**config.mk**
```make
export PLATFORM = sky130hd
export DESIGN_NAME = fifo_rd_drain
export DESIGN_NICKNAME = d
export VERILOG_FILES = /design/src/rtl/fifo_rd_drain_pkg.sv /design/src/rtl/stream_skid2.sv /design/src/rtl/fifo_rd_drain.sv
export SDC_FILE = /design/constraint.sdc
export NUM_CORES = 1
export LEC_CHECK = 0
export ABC_AREA = 1
export BUFFER_PORTS_ARGS = -buffer_cell sky130_fd_sc_hd__buf_2
export CORE_MARGIN = 8
export CORE_UTILIZATION = 61
export DETAILED_ROUTE_END_ITERATION = 10
export PLACE_DENSITY = 0.83
export SLEW_MARGIN = 20
export SYNTH_ARGS = -nofsm -noshare
export SYNTH_HDL_FRONTEND = slang
export SYNTH_SLANG_ARGS = --single-unit
```
**constraint.sdc**
```tcl
create_clock -name clk -period 3.3 [get_ports clk]
set_input_delay 0.66 -clock clk [delete_from_list [all_inputs] [get_ports clk]]
set_output_delay 0.66 -clock clk [all_outputs]
set_load 0.05 [all_outputs]
```
**src/rtl/fifo_rd_drain_pkg.sv**
```systemverilog
// Shared types and constants for the FIFO read-drain block and its skid buffer.
package fifo_rd_drain_pkg;

    localparam int SKID_DP = 2;
    localparam int CNT_W   = 9;

    typedef enum logic [1:0] {
        IDLE  = 2'd0,
        RUN   = 2'd1,
        DRAIN = 2'd2
    } state_e;

    // A burst_len field of 0 stands for a full 256-word burst.
    function automatic logic [CNT_W-1:0] burst_words(input logic [7:0] len);
        return (len == 8'd0) ? CNT_W'(256) : {1'b0, len};
    endfunction

endpackage

```
**src/rtl/stream_skid2.sv**
```systemverilog
// Two-entry first-in first-out skid buffer with a valid/ready read side and an occupancy output.
module stream_skid2
    import fifo_rd_drain_pkg::*;
#(
    parameter int W = 8
) (
    input  logic         clk,
    input  logic         rst,
    input  logic         wr_en_i,
    input  logic [W-1:0] wr_data_i,
    output logic         valid_o,
    input  logic         ready_i,
    output logic [W-1:0] data_o,
    output logic [1:0]   occ_o
);

    logic [W-1:0] mem_q [SKID_DP];
    logic         rd_ptr_q;
    logic         wr_ptr_q;
    logic [1:0]   occ_q;
    logic [1:0]   occ_d;
    logic         pop;
    logic         push;

    assign pop  = valid_o & ready_i;
    // A write into a full buffer is only legal when the head leaves in the same cycle.
    assign push = wr_en_i & ((occ_q != 2'd2) | pop);

    always_comb begin
        occ_d = occ_q + 2'(push) - 2'(pop);
    end

    always_ff @(posedge clk or posedge rst) begin
        if (rst) begin
            mem_q[0] <= '0;
            mem_q[1] <= '0;
            rd_ptr_q <= 1'b0;
            wr_ptr_q <= 1'b0;
            occ_q    <= 2'd0;
        end else begin
            if (push) begin
                mem_q[wr_ptr_q] <= wr_data_i;
                wr_ptr_q        <= ~wr_ptr_q;
            end
            if (pop) begin
                rd_ptr_q <= ~rd_ptr_q;
            end
            occ_q <= occ_d;
        end
    end

    assign valid_o = (occ_q != 2'd0);
    assign data_o  = mem_q[rd_ptr_q];
    assign occ_o   = occ_q;

endmodule

```
**src/rtl/fifo_rd_drain.sv**
```systemverilog
// Pops a burst of words from a FIFO and presents them as a valid/ready stream with last and done.
module fifo_rd_drain
    import fifo_rd_drain_pkg::*;
#(
    parameter int W      = 8,
    parameter int RD_LAT = 0
) (
    input  logic         clk,
    input  logic         reset,
    input  logic         start,
    input  logic [7:0]   burst_len,
    input  logic         fifo_empty,
    output logic         fifo_rd_en,
    input  logic [W-1:0] fifo_rd_data,
    output logic         m_valid,
    input  logic         m_ready,
    output logic [W-1:0] m_data,
    output logic         m_last,
    output logic         busy,
    output logic         done,
    output state_e       dbg_state_o
);

    // Stream handshake: a word moves when m_valid & m_ready at a rising edge; once
    // m_valid is raised, m_valid and m_data hold until that handshake happens.

    state_e           state_q;
    logic [CNT_W-1:0] pop_rem_q;
    logic [CNT_W-1:0] xfer_rem_q;
    logic             busy_q;
    logic             done_q;
    logic             inflight_q;
    logic [1:0]       occ;
    logic [2:0]       pending;
    logic             skid_wr;
    logic             hs;

    // Pops are throttled so skid entries plus words still in flight never exceed two.
    assign pending    = {1'b0, occ} + {2'b00, inflight_q};
    assign fifo_rd_en = (state_q == RUN) & ~fifo_empty & (pop_rem_q != '0) & (pending < 3'd2);
    assign hs         = m_valid & m_ready;
    assign skid_wr    = (RD_LAT != 0) ? inflight_q : fifo_rd_en;

    always_ff @(posedge clk or posedge reset) begin
        if (reset) begin
            inflight_q <= 1'b0;
        end else begin
            inflight_q <= (RD_LAT != 0) & fifo_rd_en;
        end
    end

    always_ff @(posedge clk or posedge reset) begin
        if (reset) begin
            state_q    <= IDLE;
            pop_rem_q  <= '0;
            xfer_rem_q <= '0;
            busy_q     <= 1'b0;
            done_q     <= 1'b0;
        end else begin
            done_q <= 1'b0;
            if (fifo_rd_en) begin
                pop_rem_q <= pop_rem_q - CNT_W'(1);
            end
            if (hs) begin
                xfer_rem_q <= xfer_rem_q - CNT_W'(1);
            end
            case (state_q)
                IDLE: begin
                    // A start landing on the done cycle is dropped.
                    if (start && !done_q) begin
                        state_q    <= RUN;
                        pop_rem_q  <= burst_words(burst_len);
                        xfer_rem_q <= burst_words(burst_len);
                        busy_q     <= 1'b1;
                    end
                end
                RUN: begin
                    if (fifo_rd_en && (pop_rem_q == CNT_W'(1))) begin
                        state_q <= DRAIN;
                    end
                end
                DRAIN: begin
                    if (hs && (xfer_rem_q == CNT_W'(1))) begin
                        state_q <= IDLE;
                        busy_q  <= 1'b0;
                        done_q  <= 1'b1;
                    end
                end
                default: begin
                    state_q <= IDLE;
                end
            endcase
        end
    end

    stream_skid2 #(
        .W(W)
    ) u_skid (
        .clk       (clk),
        .rst       (reset),
        .wr_en_i   (skid_wr),
        .wr_data_i (fifo_rd_data),
        .valid_o   (m_valid),
        .ready_i   (m_ready),
        .data_o    (m_data),
        .occ_o     (occ)
    );

    assign m_last      = m_valid & (xfer_rem_q == CNT_W'(1));
    assign busy        = busy_q;
    assign done        = done_q;
    assign dbg_state_o = state_q;

endmodule

```
* Yosys cells after proc, flatten, opt, wreduce, memory -nomap -nowiden
Cells that the tools add are included.
Widths: inputs -> output; s select.
** Storage, ports and cells
- Output and inout port bits :: 15
- Flip-flop bits (word level) :: 42
- Bits of input ports :: 21
** Operators by class
- Bitwise gates (word level) :: 12
- Reduce and logical (&&, ||, !) cells :: 12
- Add/sub/neg operators :: 4
- Equal/unequal tests :: 8
- Order comparisons :: 4
- Muxes and demuxes :: 22
** Operators by type and width (number)
- $mux 9 :: 7
- $mux 8 :: 4
- $eq 9x1->1 const B :: 2
- $sub 9x1->9 const B :: 2
- $bwmux 16 :: 1
- $reduce_bool 9->1 :: 1
- $demux 8 s1 :: 1
- $logic_not 8->1 :: 1
- $and 1x1->1 :: 6
- $mux 2 :: 3
- $ne 2x2->1 const B :: 3
- $pmux 2 s3 :: 1
- $reduce_and 3->1 :: 2
- $ge 2x2->1 const B :: 2
- $logic_and 1x1->1 :: 4
- $mux 1 :: 4
- $not 1->2 :: 2
- $reduce_bool 2->1 :: 2
- $not 1->1 :: 3
- $add 2x1->2 :: 1
- $eq 2x1->1 const B :: 1
- $eq 2x2->1 const B :: 1
- $logic_not 2->1 :: 1
- $lt 2x1->1 const B :: 1
- 6 further kinds :: 6

* Longest topological paths before layout
Gate-level depths: netlist of run 1.
- Word-level depth :: 7
- Mapped depth :: 11

* Hierarchy
Synthesis of run 1 repeated with hierarchy kept, for this count alone.
** Unflattened totals
- Cell total of the unflattened synthesis :: 330
- Area total of the unflattened synthesis :: 2432.3 µm²
** Modules (own cells, without submodules)
- fifo_rd_drain :: sequential area each 550.5 µm², times used 1, cells each 209, area an instance 1438.9 µm²
- stream_skid2 :: sequential area each 500.5 µm², times used 1, cells each 121, area an instance 993.5 µm²

* Worst setup path after synthesis of run 1
No wires, ideal clock.
- Path kind :: register to output
- Start point :: reg u_skid.occ_q[1] (netlist: u_skid.occ_o[1])
- End point :: out m_last
- Path slack :: 1.032 ns
- Required time :: 2.640 ns
- Cell stages (with the launch flop) :: 5
- Arrival time :: 1.608 ns
- Cell sequence :: dfrtp_1 > inv_2 > nand2_1 > inv_1 > nor2_1
** Between the ends
- Word-level cells in the longest chain between the ends :: 2
** RTL lines
- start, declared :: RTL line stream_skid2.sv:20 : logic [1:0] occ_q;
- start signal, assigned :: RTL line stream_skid2.sv:39 : occ_q <= 2'd0;
- start signal, assigned :: RTL line stream_skid2.sv:48 : occ_q <= occ_d;
- $reduce_bool 2->1 :: RTL line stream_skid2.sv:52 : assign valid_o = (occ_q != 2'd0);
- via m_valid :: RTL line fifo_rd_drain.sv:15 : output logic m_valid,
- $and 1x1->1 :: RTL line fifo_rd_drain.sv:109 : assign m_last = m_valid & (xfer_rem_q == CNT_W'(1));
- end, declared :: RTL line fifo_rd_drain.sv:18 : output logic m_last,
The timed path passes the listed nets, and every way through them passes these cells.

* Final worst setup path of run 1
- Start point :: reg pop_rem_q[0]
- End point :: out fifo_rd_en
** Between the ends
- Word-level cells in the longest chain between the ends :: 3
** RTL lines
- start, declared :: RTL line fifo_rd_drain.sv:28 : logic [CNT_W-1:0] pop_rem_q;
- start signal, assigned :: RTL line fifo_rd_drain.sv:62 : pop_rem_q <= pop_rem_q - CNT_W'(1);
- start signal, assigned :: RTL line fifo_rd_drain.sv:72 : pop_rem_q <= burst_words(burst_len);
- $reduce_bool 9->1 :: RTL line fifo_rd_drain.sv:40 : assign fifo_rd_en = (state_q == RUN) & ~fifo_empty & (pop_rem_q != '0) & (pending < 3'd2);
- $and 1x1->1 (2 in series) :: RTL line fifo_rd_drain.sv:40
- end, declared :: RTL line fifo_rd_drain.sv:13 : output logic fifo_rd_en,
Every way passes these cells.

==> impl_metrics.tcl, run 1 <==
set metrics [dict create \
    yosys.area.top_type_share_pct 43.2 \
    grt_pass1_vias 1994 \
    dpl_cell_area_um2 2630 \
    power.switching_fraction_pct 50.1 \
    grt_max_degree 21 \
    layout_common_cells "sky130_fd_sc_hd__nand2_1, sky130_fd_sc_hd__dfrtp_1, sky130_fd_sc_hd__inv_1, sky130_fd_sc_hd__buf_2, sky130_fd_sc_hd__nor2_1" \
    worst_ep_arrival_time_ns 1.93 \
    pwr-share-clk_pct 12.4 \
    die_h_um 79.1 \
    final_min_period_over_clock_period_pct 78.6 \
    setup_violations 0 \
    maxCapViolations 0 \
    timing_hold_violations_final 0 \
    pwr_density_cell_nw_per_um2 1010 \
    peakVddDrop_uv 706 \
    crit_chain "inv_1 > ha_1 > nand2_4 > nor2_4 > nand2_4 > nand3_4 > inv_6 > buf_2" \
    design.die.area_um2 6260 \
    clk_pin_slew_ns 0.08 \
    relSlewSlack_pct 50.5 \
    htree_levels 2 \
    wire_length_of_the_first_global_routing_pass_um 8850 \
    timing.setup.tns_ns 0 \
    design.core.area_um2 3910 \
    hold_path.class "in2async" \
    initial_core_util_pct 62.1 \
    period_needed_ns 2.59 \
    final_common_cell "sky130_fd_sc_hd__nand2_1" \
    power.share.sequential_pct 34.3 \
    critPathKind "reg2out" \
    hpwlAfterDp_um 3990 \
    ant_nets 0 \
    gpl.final_weighted_congestion 0.894 \
    cts_root_buffer "sky130_fd_sc_hd__clkbuf_8" \
    avgSynthCellArea_um2 7.95 \
    number_of_synthesis_warnings 0 \
    routed_wirelength_um 5220 \
    cts_buffers 5 \
    insertion_delay_ns 0.29 \
    cts_repair_resizes 0 \
    post_cts_hold_buffer_count 0 \
    worst_r2r_startpoint "pop_rem_q[0]" \
    area_delta_synth_final_pct 12.0 \
    ff_latch_count_synth 42 \
    mappedNetlistNets 332 \
    nets 371 \
    count_of_unresolved_drc_violations_after_routing 0 \
    clock_tree.buffer_depth 2 \
    cts_sink_cnt 42 \
    cpPeakStageDelay_ns 0.37 \
    grtUsageTotal_pct 17.9 \
    start_kind "flip-flop" \
    end_kind "output pin" \
    routed_via_density 5.05 \
    synth_top_cells_by_area "sky130_fd_sc_hd__dfrtp_1, sky130_fd_sc_hd__nand2_1, sky130_fd_sc_hd__inv_1, sky130_fd_sc_hd__o21ai_2, sky130_fd_sc_hd__nor2_1" \
    regToRegSetupSlack_ns 1.49 \
    critical_path_peak_fanout 13 \
    netlist_area_um2 2430 \
    p_comb_share_pct 53.2 \
    crit_family "buffers and inverters" \
    detail_route.wl_per_cell_um 13.2 \
    postCtsSetupRepairBufs 0 \
    cpMaxStageDelayCell "sky130_fd_sc_hd__dfrtp_1" \
    placementRows 23 \
    dr.first_iter.drc_count 107 \
    outcome "finished, final reports clean" \
    die_w_um 79.1 \
    crit_path_frequent_cell "sky130_fd_sc_hd__nand2_4" \
    number_of_antenna_violations_at_the_first_check_in_global_routing 0 \
    synth.distinct_cells 30 \
    cts_tree "done" \
    crit_start "pop_rem_q[0]" \
    synth.yosys.seq_area_share_pct 43.2 \
    drt_first_pass_iters 4 \
    worstMarginPinSlew_ns 0.742 \
    layout_cell_area_excl_fill_um2 2730 \
    fin_skew_ns 0.00622 \
    p_switching_mw 1.38 \
    timing.critical_path.required_ns 2.64 \
    antenna_cells_inserted 0 \
    total_leakage_power_nw 1.50 \
    post_route_cells_drive_above_1_share_pct 23.1 \
    path_buf_inv 3 \
    maxClockFrequency_ghz 0.386 \
    io_pins 36 \
    post_synth_inst_count 306 \
    place.port_buffers 35 \
    global_route.overflow_total 0 \
    vias 2000 \
    timing_max_transition_violations_final 0 \
    netlist.top_cell.by_area "sky130_fd_sc_hd__dfrtp_1" \
    rsz0062_at_grt "no" \
    internal_power_mw 1.37 \
]
## stage by stage
| step | hold slack, ns | util (%) | worst slack [ns] | power (mW) | instances |
|---|---|---|---|---|---|
| floorplan | 0.455 | - | 1.03 | 2.13 | 306 |
| finish | 0.479 | 69.6 | 0.707 | 2.75 | 396 |
| CTS | 0.488 | 69.6 | 0.681 | 2.77 | 396 |
| global route | 0.513 | 69.6 | 0.554 | 2.99 | 396 |
| global placement | 0.461 | 67.2 | 0.987 | 2.36 | 388 |
| detailed placement | 0.469 | 67.2 | 0.962 | 2.41 | 388 |
## cell type report
type	instances	area [um2]
clock buffers	6	82.6
clock inverters	2	12.5
fillers	343	1190
inverters	43	166
multi-input cells	215	1150
flip-flops and latches	42	1050
well taps	50	62.6
repair buffers	38	198
## worst register-to-register path, stage by stage, from the launching register on
cell	delay, ns
sky130_fd_sc_hd__dfrtp_1	0.40
sky130_fd_sc_hd__inv_1	0.15
sky130_fd_sc_hd__ha_1	0.32
sky130_fd_sc_hd__nand2_4	0.09
sky130_fd_sc_hd__nor2_4	0.13
sky130_fd_sc_hd__nand2_4	0.08
sky130_fd_sc_hd__nand3_4	0.15
sky130_fd_sc_hd__inv_6	0.09
sky130_fd_sc_hd__nand2_8	0.15
sky130_fd_sc_hd__nand2_1	0.11
sky130_fd_sc_hd__o21ai_2	0.07
## logic make-up after synthesis
family | Yosys count | share of synthesized area [%]
xor+xnor | 9 | 3.24
fa+ha+maj | 5 | 2.57
compound gates | 30 | 8.74
simple gates | 171 | 32.8
buf+inv | 49 | 9.41
flops | 42 | 43.2
## power groups by stage
stage	sequential (mW)	combinational, mW	clock [mW]
2_1_floorplan	0.919	1.21	0
3_3_place_gp	0.935	1.43	0
3_5_place_dp	0.945	1.46	0
4_1_cts	0.939	1.47	0.354
5_1_grt	0.972	1.64	0.381
6_report	0.943	1.46	0.342
## path summary, 6_finish.rpt
check,end,depth (start not counted)
setup reg to reg,u_skid.mem_q[15],10
min in group clk,u_skid.mem_q[5],2
hold reg to reg,u_skid.mem_q[5],2
max in group asynchronous,u_skid.mem_q[4],3
setup / recovery,fifo_rd_en,8
hold / removal,busy,2
## registers in the layout, indices dropped and copies added, names as in the netlist
register,flops
xfer_rem_q,9
dbg_state_o,2
busy,1
pop_rem_q,9
u_skid.mem_q,16
u_skid.wr_ptr_q,1
u_skid.rd_ptr_q,1
done,1
u_skid.occ_o,2
## synthesized netlist by cell type, drive strengths merged
| cell type | instances |
|---|---|
| nand4 | 9 |
| ha | 5 |
| nor2 | 27 |
| xor2 | 7 |
| a21oi | 3 |
| dfrtp | 42 |
| clkinv | 2 |
| nand3b | 2 |
| nand3 | 15 |
| nand2 | 111 |
| clkbuf | 3 |
| nor3 | 2 |
| o21ai | 26 |
| or2 | 4 |
| inv | 41 |
| o21a | 1 |
| nor4 | 1 |
| buf | 3 |
| xnor2 | 2 |
## metal layers
layer	GRT usage (%)	up-vias	wire length, um
li1	-	1029	-
met5	0	-	0
met3	4.51	9	257
met4	7.96	0	106
met2	29.2	49	2510
met1	21.8	913	2360
No activity file was read; power rests on OpenSTA's default activity.
==> run 2: changes to the inputs <==
--- a/config.mk
+++ b/config.mk
@@ -8,9 +8,9 @@
 export ABC_AREA = 1
 export BUFFER_PORTS_ARGS = -buffer_cell sky130_fd_sc_hd__buf_2
 export CORE_MARGIN = 8
-export CORE_UTILIZATION = 61
+export CORE_UTILIZATION = 57
 export DETAILED_ROUTE_END_ITERATION = 10
-export PLACE_DENSITY = 0.83
+export PLACE_DENSITY = 0.79
 export SLEW_MARGIN = 20
 export SYNTH_ARGS = -nofsm -noshare
 export SYNTH_HDL_FRONTEND = slang
==> constraint.sdc (replaced) <==
create_clock -name clk -period 2.5 [get_ports clk]
set_input_delay 0.5 -clock clk [delete_from_list [all_inputs] [get_ports clk]]
set_output_delay 0.5 -clock clk [all_outputs]
set_load 0.05 [all_outputs]
==> run 2 against run 1 <==
Final area up 0.46%. Non-clock buffer count unchanged. Total power grew 33%. Die area is 5.6% higher. Via count increased by 0.95%. Sequential power increased by 28%. Routed wire length is 2.3% lower. Clock-buffer cell count unchanged. Clock skew up 0.0016 ns. Critical path depth is the same. Sequential cell count unchanged. Global-route usage fell by 1.3 points. Critical endpoint unchanged. Highest routed layer unchanged.
==> impl_metrics.tcl, run 2 (same netlist as run 1, synthesis figures left out) <==
set metrics [dict create \
    drt_first_pass_iters 4 \
    register_with_the_most_flip_flops "u_skid.mem_q" \
    htree_levels 2 \
    placementRows 23 \
    place.port_buffers 35 \
    final_min_period_over_clock_period_pct 92.8 \
    critical_path_peak_fanout 13 \
    max_reg_flops 16 \
    footprint_of_the_multi_input_gates_um2 1160 \
    total_leakage_power_nw 1.50 \
    cpPeakStageDelay_ns 0.39 \
    routed_via_density 5.10 \
    die_h_um 81.3 \
    wire_length_of_the_first_global_routing_pass_um 8540 \
    worstMarginPinSlew_ns 0.504 \
    timing_max_transition_violations_final 0 \
    layout.filler_cells 342 \
    maxClockFrequency_ghz 0.431 \
    gpl.final_weighted_congestion 0.901 \
    routed_wirelength_um 5110 \
    area_delta_synth_final_pct 12.6 \
    hold_path.class "in2async" \
    antenna_cells_inserted 0 \
    worst_ep_arrival_time_ns 1.82 \
    cts_buffers 5 \
    layout_top_registers "u_skid.mem_q: 16 flops, pop_rem_q: 9 flops, xfer_rem_q: 9 flops" \
    final_common_cell "sky130_fd_sc_hd__nand2_1" \
    cts_sink_cnt 42 \
    grt_pass1_vias 1966 \
    design.core.area_um2 4060 \
    ant_nets 0 \
    hpwlAfterDp_um 3880 \
    cpMaxStageDelayCell "sky130_fd_sc_hd__dfrtp_1" \
    timing.setup.tns_ns 0 \
    dpl_cell_area_um2 2630 \
    insertion_delay_ns 0.30 \
    post_cts_hold_buffer_count 0 \
    hold_slack_ns 0.311 \
    number_of_antenna_violations_at_the_first_check_in_global_routing 0 \
    dr.first_iter.drc_count 102 \
    grtUsageTotal_pct 16.6 \
    pwr_density_cell_nw_per_um2 1330 \
    layout_common_cells "sky130_fd_sc_hd__nand2_1, sky130_fd_sc_hd__dfrtp_1, sky130_fd_sc_hd__inv_1, sky130_fd_sc_hd__buf_2, sky130_fd_sc_hd__nor2_1" \
    timing_hold_violations_final 0 \
    cts_tree "done" \
    maxCapViolations 0 \
    crit_chain "inv_2 > ha_4 > nand2_4 > nor2_4 > nand2_4 > nand3_4 > inv_6 > buf_2" \
    crit_family "buffers and inverters" \
    end_kind "output pin" \
    period_needed_ns 2.32 \
    post_route_cells_drive_above_1_share_pct 23.7 \
    clock_tree.buffer_depth 2 \
    relSlewSlack_pct 66.4 \
    rsz0062_at_grt "no" \
    initial_core_util_pct 59.9 \
    count_of_unresolved_drc_violations_after_routing 0 \
    start_kind "flip-flop" \
    timing.critical_path.required_ns 2.00 \
    seq_area_um2 1050 \
    layout_cell_area_excl_fill_um2 2740 \
    grt_max_degree 43 \
    fin_skew_ns 0.00786 \
    total_power_mw 3.65 \
    clk_pin_slew_ns 0.07 \
    die_w_um 81.3 \
    path_buf_inv 3 \
    outcome "finished, final reports clean" \
    global_route.overflow_total 0 \
    cts_root_buffer "sky130_fd_sc_hd__clkbuf_8" \
    design.die.area_um2 6610 \
    io_pins 36 \
    peakVddDrop_uv 626 \
    setup_violations 0 \
    critPathKind "reg2out" \
    vias 2019 \
    nets 371 \
    crit_path_frequent_cell "sky130_fd_sc_hd__nand2_4" \
    detail_route.wl_per_cell_um 12.9 \
]
## run 2: routing by layer
metal	global-route usage [%]	up-vias	wire (um)
li1	-	1030	-
met2	27.1	47	2440
met1	20.6	928	2330
met5	0	-	0
met3	3.86	14	244
met4	6.79	0	93
## run 2: path summary, 6_finish.rpt
kind	endpoint	start	slack (ns)	cells past startpoint
worst min-delay path	u_skid.mem_q[1]	reset	0.31	3
worst min register to register	busy	busy	0.47	2
worst max register to register	u_skid.occ_o[1]	u_skid.occ_o[1]	0.81	7
max in group asynchronous	pop_rem_q[2]	reset	1.84	3
min in group clk	pop_rem_q[2]	burst_len[2]	0.46	3
worst max-delay path	fifo_rd_en	pop_rem_q[0]	0.18	8
## run 2: tightest hold or removal path, delay by kind of cell
| family | cells | cell delay, ns |
|---|---|---|
| buffers and inverters | 3 | 0.56 |
## run 2: cell type report
cell class | count | area share [%]
clock buffers | 6 | 3.02
inverters | 43 | 6.08
multi-input cells | 215 | 42.6
flip-flops and latches | 42 | 38.4
clock inverters | 2 | 0.457
repair buffers | 38 | 7.22
well taps | 50 | 2.29
## run 2: per-stage QoR
step	setup WS (ns)	cells	utilization (%)
floorplan	0.392	306	-
global placement	0.416	388	64.8
detailed placement	0.354	388	64.8
CTS	0.0241	396	67.2
global route	0.0571	396	67.5
finish	0.179	396	67.5
## run 2: where the power goes
part           internal, mW  total, mW  leakage, nW  switching (mW)
Sequential            0.984       1.21        0.512           0.231
Clock                 0.222      0.455       0.0472           0.234
Combinational         0.626       1.98        0.938            1.35
Total                  1.83       3.65         1.50            1.82
## run 2: repair_timing
action | CTS | global route
setup buffers | 0 | 0
endpoints found under the setup margin | 0 | 1
resized for setup | 0 | 3
